**src/rtl/reg_write_register_table.sv**
```systemverilog
// Register-write sequencer: takes a write instruction for reg_addr, assembles
// four payload bytes little-endian, issues a one-cycle strobe to the register
// bank and waits for its acknowledge. Read-only targets, byte starvation and a
// missing acknowledge are reported through write_error / error_code.
//
// state    | meaning
// ---------+-------------------------------------------------------------
// IDLE     | waiting for instr_valid_reg_write; read-only targets rejected
// COLLECT  | gathering payload bytes 0..3, byte timer running
// STROBE   | single-cycle reg_write_strobe, ack timer loaded
// WAIT_ACK | waiting for reg_write_ack, ack timer running

module reg_write_register_table #(
   parameter logic [15:0] BYTE_TIMEOUT = 16'd1000,
   parameter logic [7:0]  ACK_TIMEOUT  = 8'd64
) (
   input  logic        sysClk,
   input  logic        sysRst_n,
   input  logic [7:0]  reg_addr,
   input  logic        instr_valid_reg_write,
   input  logic [7:0]  byte_in,
   input  logic        byte_in_valid,
   input  logic        reg_write_ack,
   output logic [7:0]  write_addr,
   output logic [31:0] write_vals,
   output logic        reg_write_strobe,
   output logic        write_done,
   output logic        write_error,
   output logic [1:0]  error_code,
   output logic        busy
);

   typedef enum logic [1:0] {
      IDLE     = 2'd0,
      COLLECT  = 2'd1,
      STROBE   = 2'd2,
      WAIT_ACK = 2'd3
   } state_t;

   localparam logic [1:0] ERR_READ_ONLY   = 2'b01;
   localparam logic [1:0] ERR_BYTE_TIMEOUT = 2'b10;
   localparam logic [1:0] ERR_ACK_TIMEOUT  = 2'b11;

   localparam logic [7:0] ADDR_STATUS = 8'h00;
   localparam logic [7:0] ADDR_ERROR  = 8'h04;

   // Timers count down to zero; loading N-1 makes the terminal count land
   // exactly N cycles after the load.
   localparam logic [15:0] BYTE_TC_LOAD = BYTE_TIMEOUT - 16'd1;
   localparam logic [15:0] ACK_TC_LOAD  = {8'h00, ACK_TIMEOUT} - 16'd1;

   state_t      state, state_nxt;
   logic [1:0]  byte_cnt, byte_cnt_nxt;
   logic [15:0] timer, timer_nxt;
   logic [7:0]  addr_nxt;
   logic [31:0] vals_nxt;
   logic        done_nxt;
   logic        error_nxt;
   logic [1:0]  code_nxt;

   // Strobe and busy decode straight from state so reset clears them at once.
   assign reg_write_strobe = (state == STROBE);
   assign busy             = (state != IDLE);

   // State, counters, timers and registered outputs.
   always_ff @(posedge sysClk or negedge sysRst_n) begin
      if (!sysRst_n) begin
         state       <= IDLE;
         byte_cnt    <= 2'd0;
         timer       <= 16'd0;
         write_addr  <= 8'h00;
         write_vals  <= 32'h0;
         write_done  <= 1'b0;
         write_error <= 1'b0;
         error_code  <= 2'b00;
      end else begin
         state       <= state_nxt;
         byte_cnt    <= byte_cnt_nxt;
         timer       <= timer_nxt;
         write_addr  <= addr_nxt;
         write_vals  <= vals_nxt;
         write_done  <= done_nxt;
         write_error <= error_nxt;
         error_code  <= code_nxt;
      end
   end

   // Next-state and next-output decode.
   always_comb begin
      state_nxt    = state;
      byte_cnt_nxt = byte_cnt;
      timer_nxt    = timer;
      addr_nxt     = write_addr;
      vals_nxt     = write_vals;
      done_nxt     = 1'b0;
      error_nxt    = 1'b0;
      code_nxt     = error_code;

      case (state)
         IDLE: begin
            if (instr_valid_reg_write) begin
               if ((reg_addr == ADDR_STATUS) || (reg_addr == ADDR_ERROR)) begin
                  error_nxt = 1'b1;
                  code_nxt  = ERR_READ_ONLY;
               end else begin
                  addr_nxt     = reg_addr;
                  byte_cnt_nxt = 2'd0;
                  timer_nxt    = BYTE_TC_LOAD;
                  state_nxt    = COLLECT;
               end
            end
         end

         COLLECT: begin
            if (byte_in_valid) begin
               case (byte_cnt)
                  2'd0:    vals_nxt[7:0]   = byte_in;
                  2'd1:    vals_nxt[15:8]  = byte_in;
                  2'd2:    vals_nxt[23:16] = byte_in;
                  default: vals_nxt[31:24] = byte_in;
               endcase
               byte_cnt_nxt = byte_cnt + 2'd1;
               timer_nxt    = BYTE_TC_LOAD;
               if (byte_cnt == 2'b11) begin
                  state_nxt = STROBE;
               end
            end else if (timer == 16'd0) begin
               error_nxt = 1'b1;
               code_nxt  = ERR_BYTE_TIMEOUT;
               state_nxt = IDLE;
            end else begin
               timer_nxt = timer - 16'd1;
            end
         end

         STROBE: begin
            timer_nxt = ACK_TC_LOAD;
            state_nxt = WAIT_ACK;
         end

         WAIT_ACK: begin
            if (reg_write_ack) begin
               done_nxt  = 1'b1;
               state_nxt = IDLE;
            end else if (timer == 16'd0) begin
               error_nxt = 1'b1;
               code_nxt  = ERR_ACK_TIMEOUT;
               state_nxt = IDLE;
            end else begin
               timer_nxt = timer - 16'd1;
            end
         end

         default: begin
            state_nxt = IDLE;
         end
      endcase
   end

endmodule

```
**config.mk**
```make
export PLATFORM = sky130hd
export DESIGN_NAME = reg_write_register_table
export DESIGN_NICKNAME = d
export VERILOG_FILES = /design/src/rtl/reg_write_register_table.sv
export SDC_FILE = /design/constraint.sdc
export NUM_CORES = 1
export LEC_CHECK = 0
export ABC_AREA = 1
export CAP_MARGIN = 10
export CORE_ASPECT_RATIO = 0.75
export CORE_UTILIZATION = 36
export DETAILED_ROUTE_END_ITERATION = 10
export PLACE_DENSITY_LB_ADDON = 0.2
export SYNTH_ARGS = -nofsm -noshare
export SYNTH_HDL_FRONTEND = slang
export SYNTH_SLANG_ARGS = --single-unit
```
**constraint.sdc**
```tcl
create_clock -name sysClk -period 2.85 [get_ports sysClk]
set_input_delay 0.4275 -clock sysClk [delete_from_list [all_inputs] [get_ports sysClk]]
set_output_delay 0.4275 -clock sysClk [all_outputs]
set_load 0.02 [all_outputs]
```
==> summary.txt <==
YS warnings: 0
Worst-Margin Slew: 0.753 ns
Ports: 67
clk slew on worst S/H paths: 0.06 ns
worst setup path class: register to primary output
max cap viols: 0
placed cell areas: 3890 sq um
initial antenna violation count: 0
via count: 2511
detailed placement HPWL: 5180 um
CP max-delay cell: clkdlybuf4s50_1
nets@finish: 449
sequential area share after synthesis: 51.2%
Unique masters post-synth: 31
Hold-fix buffers, CTS: 0
Area Overhead vs Synth: 34.9%
Die Height: 82.8 um
Max Fclk: 0.437 GHz
status: finished, final reports clean
WP buf/inv: 2
Post-CTS Resized: 0
H-tree levels: 3
Synth Area in Simple Gates: 24.5%
CTS tree: done
Rel. slew slack: 49.8%
final setup fails: 0
crit share post-route: 80.2%
post-synthesis mux area share: 1.44%
CP Max Fanout: 5
Final Slew Violations: 0
DR WL/cell: 13.2 um
Worst path max stage delay: 0.66 ns
drt drc: 0
GPL Wtd Cong: 0.875
Seq cells post-synth: 64
CTS Root Buffer Type: clkbuf_16
CP Capture Type: primary output
CP Launch Type: register
routed vias/inst: 4.69
skew final: 0.00539 ns
synth top area cells: dfrtp_1 51%, nand2_1 9.6%, inv_1 4.4%
area leader, netlist: dfrtp_1
Initial DRC Count: 165
global-route wire length before repair: 11300 um
Num CTS Buffers: 9
Hold Crit Class: input port to asynchronous set/reset pin
final cell count without fillers: 535
maximum vdd ir drop: 532 uV
complex-gate fraction of the synthesized area: 13.3%
share of cells above drive strength 1: 15.2%
crit path DAT: 1.86 ns
Power per Cell Area: 1110 nW/um^2
Pre-antenna DRT Iters: 5
antenna viol nets, final: 0
final core occ: 49.9%
total gr overflow: 0
Gate Count Post-Synth: 349
clk buf depth: 2
Fin. Hold Viols: 0
Filler Cell Count: 801
worst skew pair latency: 0.32 ns
LEAKAGE: 2.01 nW
top-area cell type share of the netlist area: 51.2%
starting density of the core: 37.0%
routed wire length: 7050 um
die width: 110 um
input/output buffers: 66
mapped cell area: 3130 sq um
Placed Instances: 519
Hold Slack: 0.172 ns
Core Area: 8450 sq um
post-CTS setup buffer count: 0
Antenna Cells: 0
CP Cell Sequence: inv_1 > nor2_1 > clkdlybuf4s50_1
largest family of logic cells by synthesized area: simple AND/OR/NAND/NOR gates
adder-cell share of the synthesized area: 2.40%
CP delay by family, top: buffers and inverters
crit path time final: 2.29 ns
Worst EP required: 2.42 ns
Syn Area/Cell: 8.97 sq um
largest net degree at the start of global routing: 34
total track usage: 16.8%
RSZ-0062 raised after global routing: no
Row Count: 29
finished layout cell area: 4220 sq um
Synth Net Count: 376
Die ar.: 9080 sq um
vias in the first global route: 2322
setup TNS: 0 ns
Synth Area in XOR/XNOR: 0%
Sink Count: 64
## final cells by class
type / instances / area [sq um] / area share (%)
flip-flops and latches: 64 / 1600 / 37.9
multi-input cells: 237 / 1310 / 30.9
repair buffers: 67 / 676 / 16.0
clock buffers: 14 / 274 / 6.49
inverters: 43 / 171 / 4.06
well taps: 108 / 135 / 3.20
clock inverters: 2 / 60.1 / 1.42
## through the flow
step,setup WS [ns],power (mW)
2_1_floorplan,1.35,2.70
3_3_place_gp,0.773,3.47
3_5_place_dp,0.694,3.50
4_1_cts,0.540,4.75
5_1_grt,0.453,5.01
6_report,0.564,4.68
## cells by family after synthesis
group | Yosys count
and+or+nand+nor | 159
AOI/OAI and AO/OA | 68
DFF | 64
buffers and inverters | 48
adders and majority gates | 6
muxes | 4
## report_power, final
group	internal [mW]	total, mW	switching [mW]
logic	0.858	1.97	1.11
registers	1.26	1.50	0.240
clock network	0.838	1.22	0.381
total	2.95	4.68	1.73
## per-layer routing
layer	global-route usage, %	routed length [um]	vias up
met5	0	0	-
met4	6.00	44	0
met3	5.81	422	6
met2	24.2	2990	63
met1	23.5	3590	1156
li1	-	-	1286
## final timing paths
kind	slack, ns	depth (start not counted)	to	from
worst min register to register	0.48	2	write_vals[22]	write_vals[22]
worst max-delay path	0.56	3	reg_write_strobe	state[1]
max in group asynchronous	2.05	2	write_vals[23]	sysRst_n
worst min-delay path	0.17	1	timer[9]	sysRst_n
worst max register to register	1.14	9	error_code[1]	timer[0]
min in group sysClk	0.48	2	write_vals[22]	write_vals[22]
## placed cells by master, fill, tap and decap left out
master	synthesis	layout
nand2_2	4	4
bufinv_16	0	2
nor4_1	1	1
nor3_1	4	4
a21oi_4	1	1
nand3_2	2	2
o211ai_1	2	2
clkbuf_16	0	9
nor2_2	5	5
buf_12	0	1
nand3_1	17	17
inv_2	3	3
nor2_1	28	28
a21oi_1	10	10
o32ai_1	1	1
nand4_1	3	3
inv_1	37	37
ha_1	6	6
clkdlybuf4s50_1	0	65
o21ai_2	15	15
clkbuf_1	0	2
and3_1	1	1
or2_1	1	1
nand2_1	80	80
inv_6	1	1
nand2_4	9	9
buf_2	0	1
clkbuf_8	0	3
a31oi_1	1	1
dfrtp_1	64	64
mux2_2	4	4
inv_4	2	2
nand3b_1	1	1
nor2_4	3	3
o21ai_1	20	20
o21ai_0	18	18
## state kept, by name, summed over array words and instances, names as in the netlist
signal / flops
write_error: 1
write_done: 1
timer: 16
byte_cnt: 2
state: 2
error_code: 2
write_addr: 8
write_vals: 32
## Yosys cell counts (all sizes together)
| library cell | number |
|---|---|
| nand2 | 93 |
| dfrtp | 64 |
| o21ai | 53 |
| inv | 43 |
| nor2 | 36 |
| nand3 | 19 |
| a21oi | 11 |
| ha | 6 |
| buf | 5 |
| mux2 | 4 |
| nor3 | 4 |
| nand4 | 3 |
| o211ai | 2 |
| a31oi | 1 |
| and3 | 1 |
| nand3b | 1 |
| nor4 | 1 |
| o32ai | 1 |
| or2 | 1 |
Note: power is estimated with default switching activity, not from simulation.
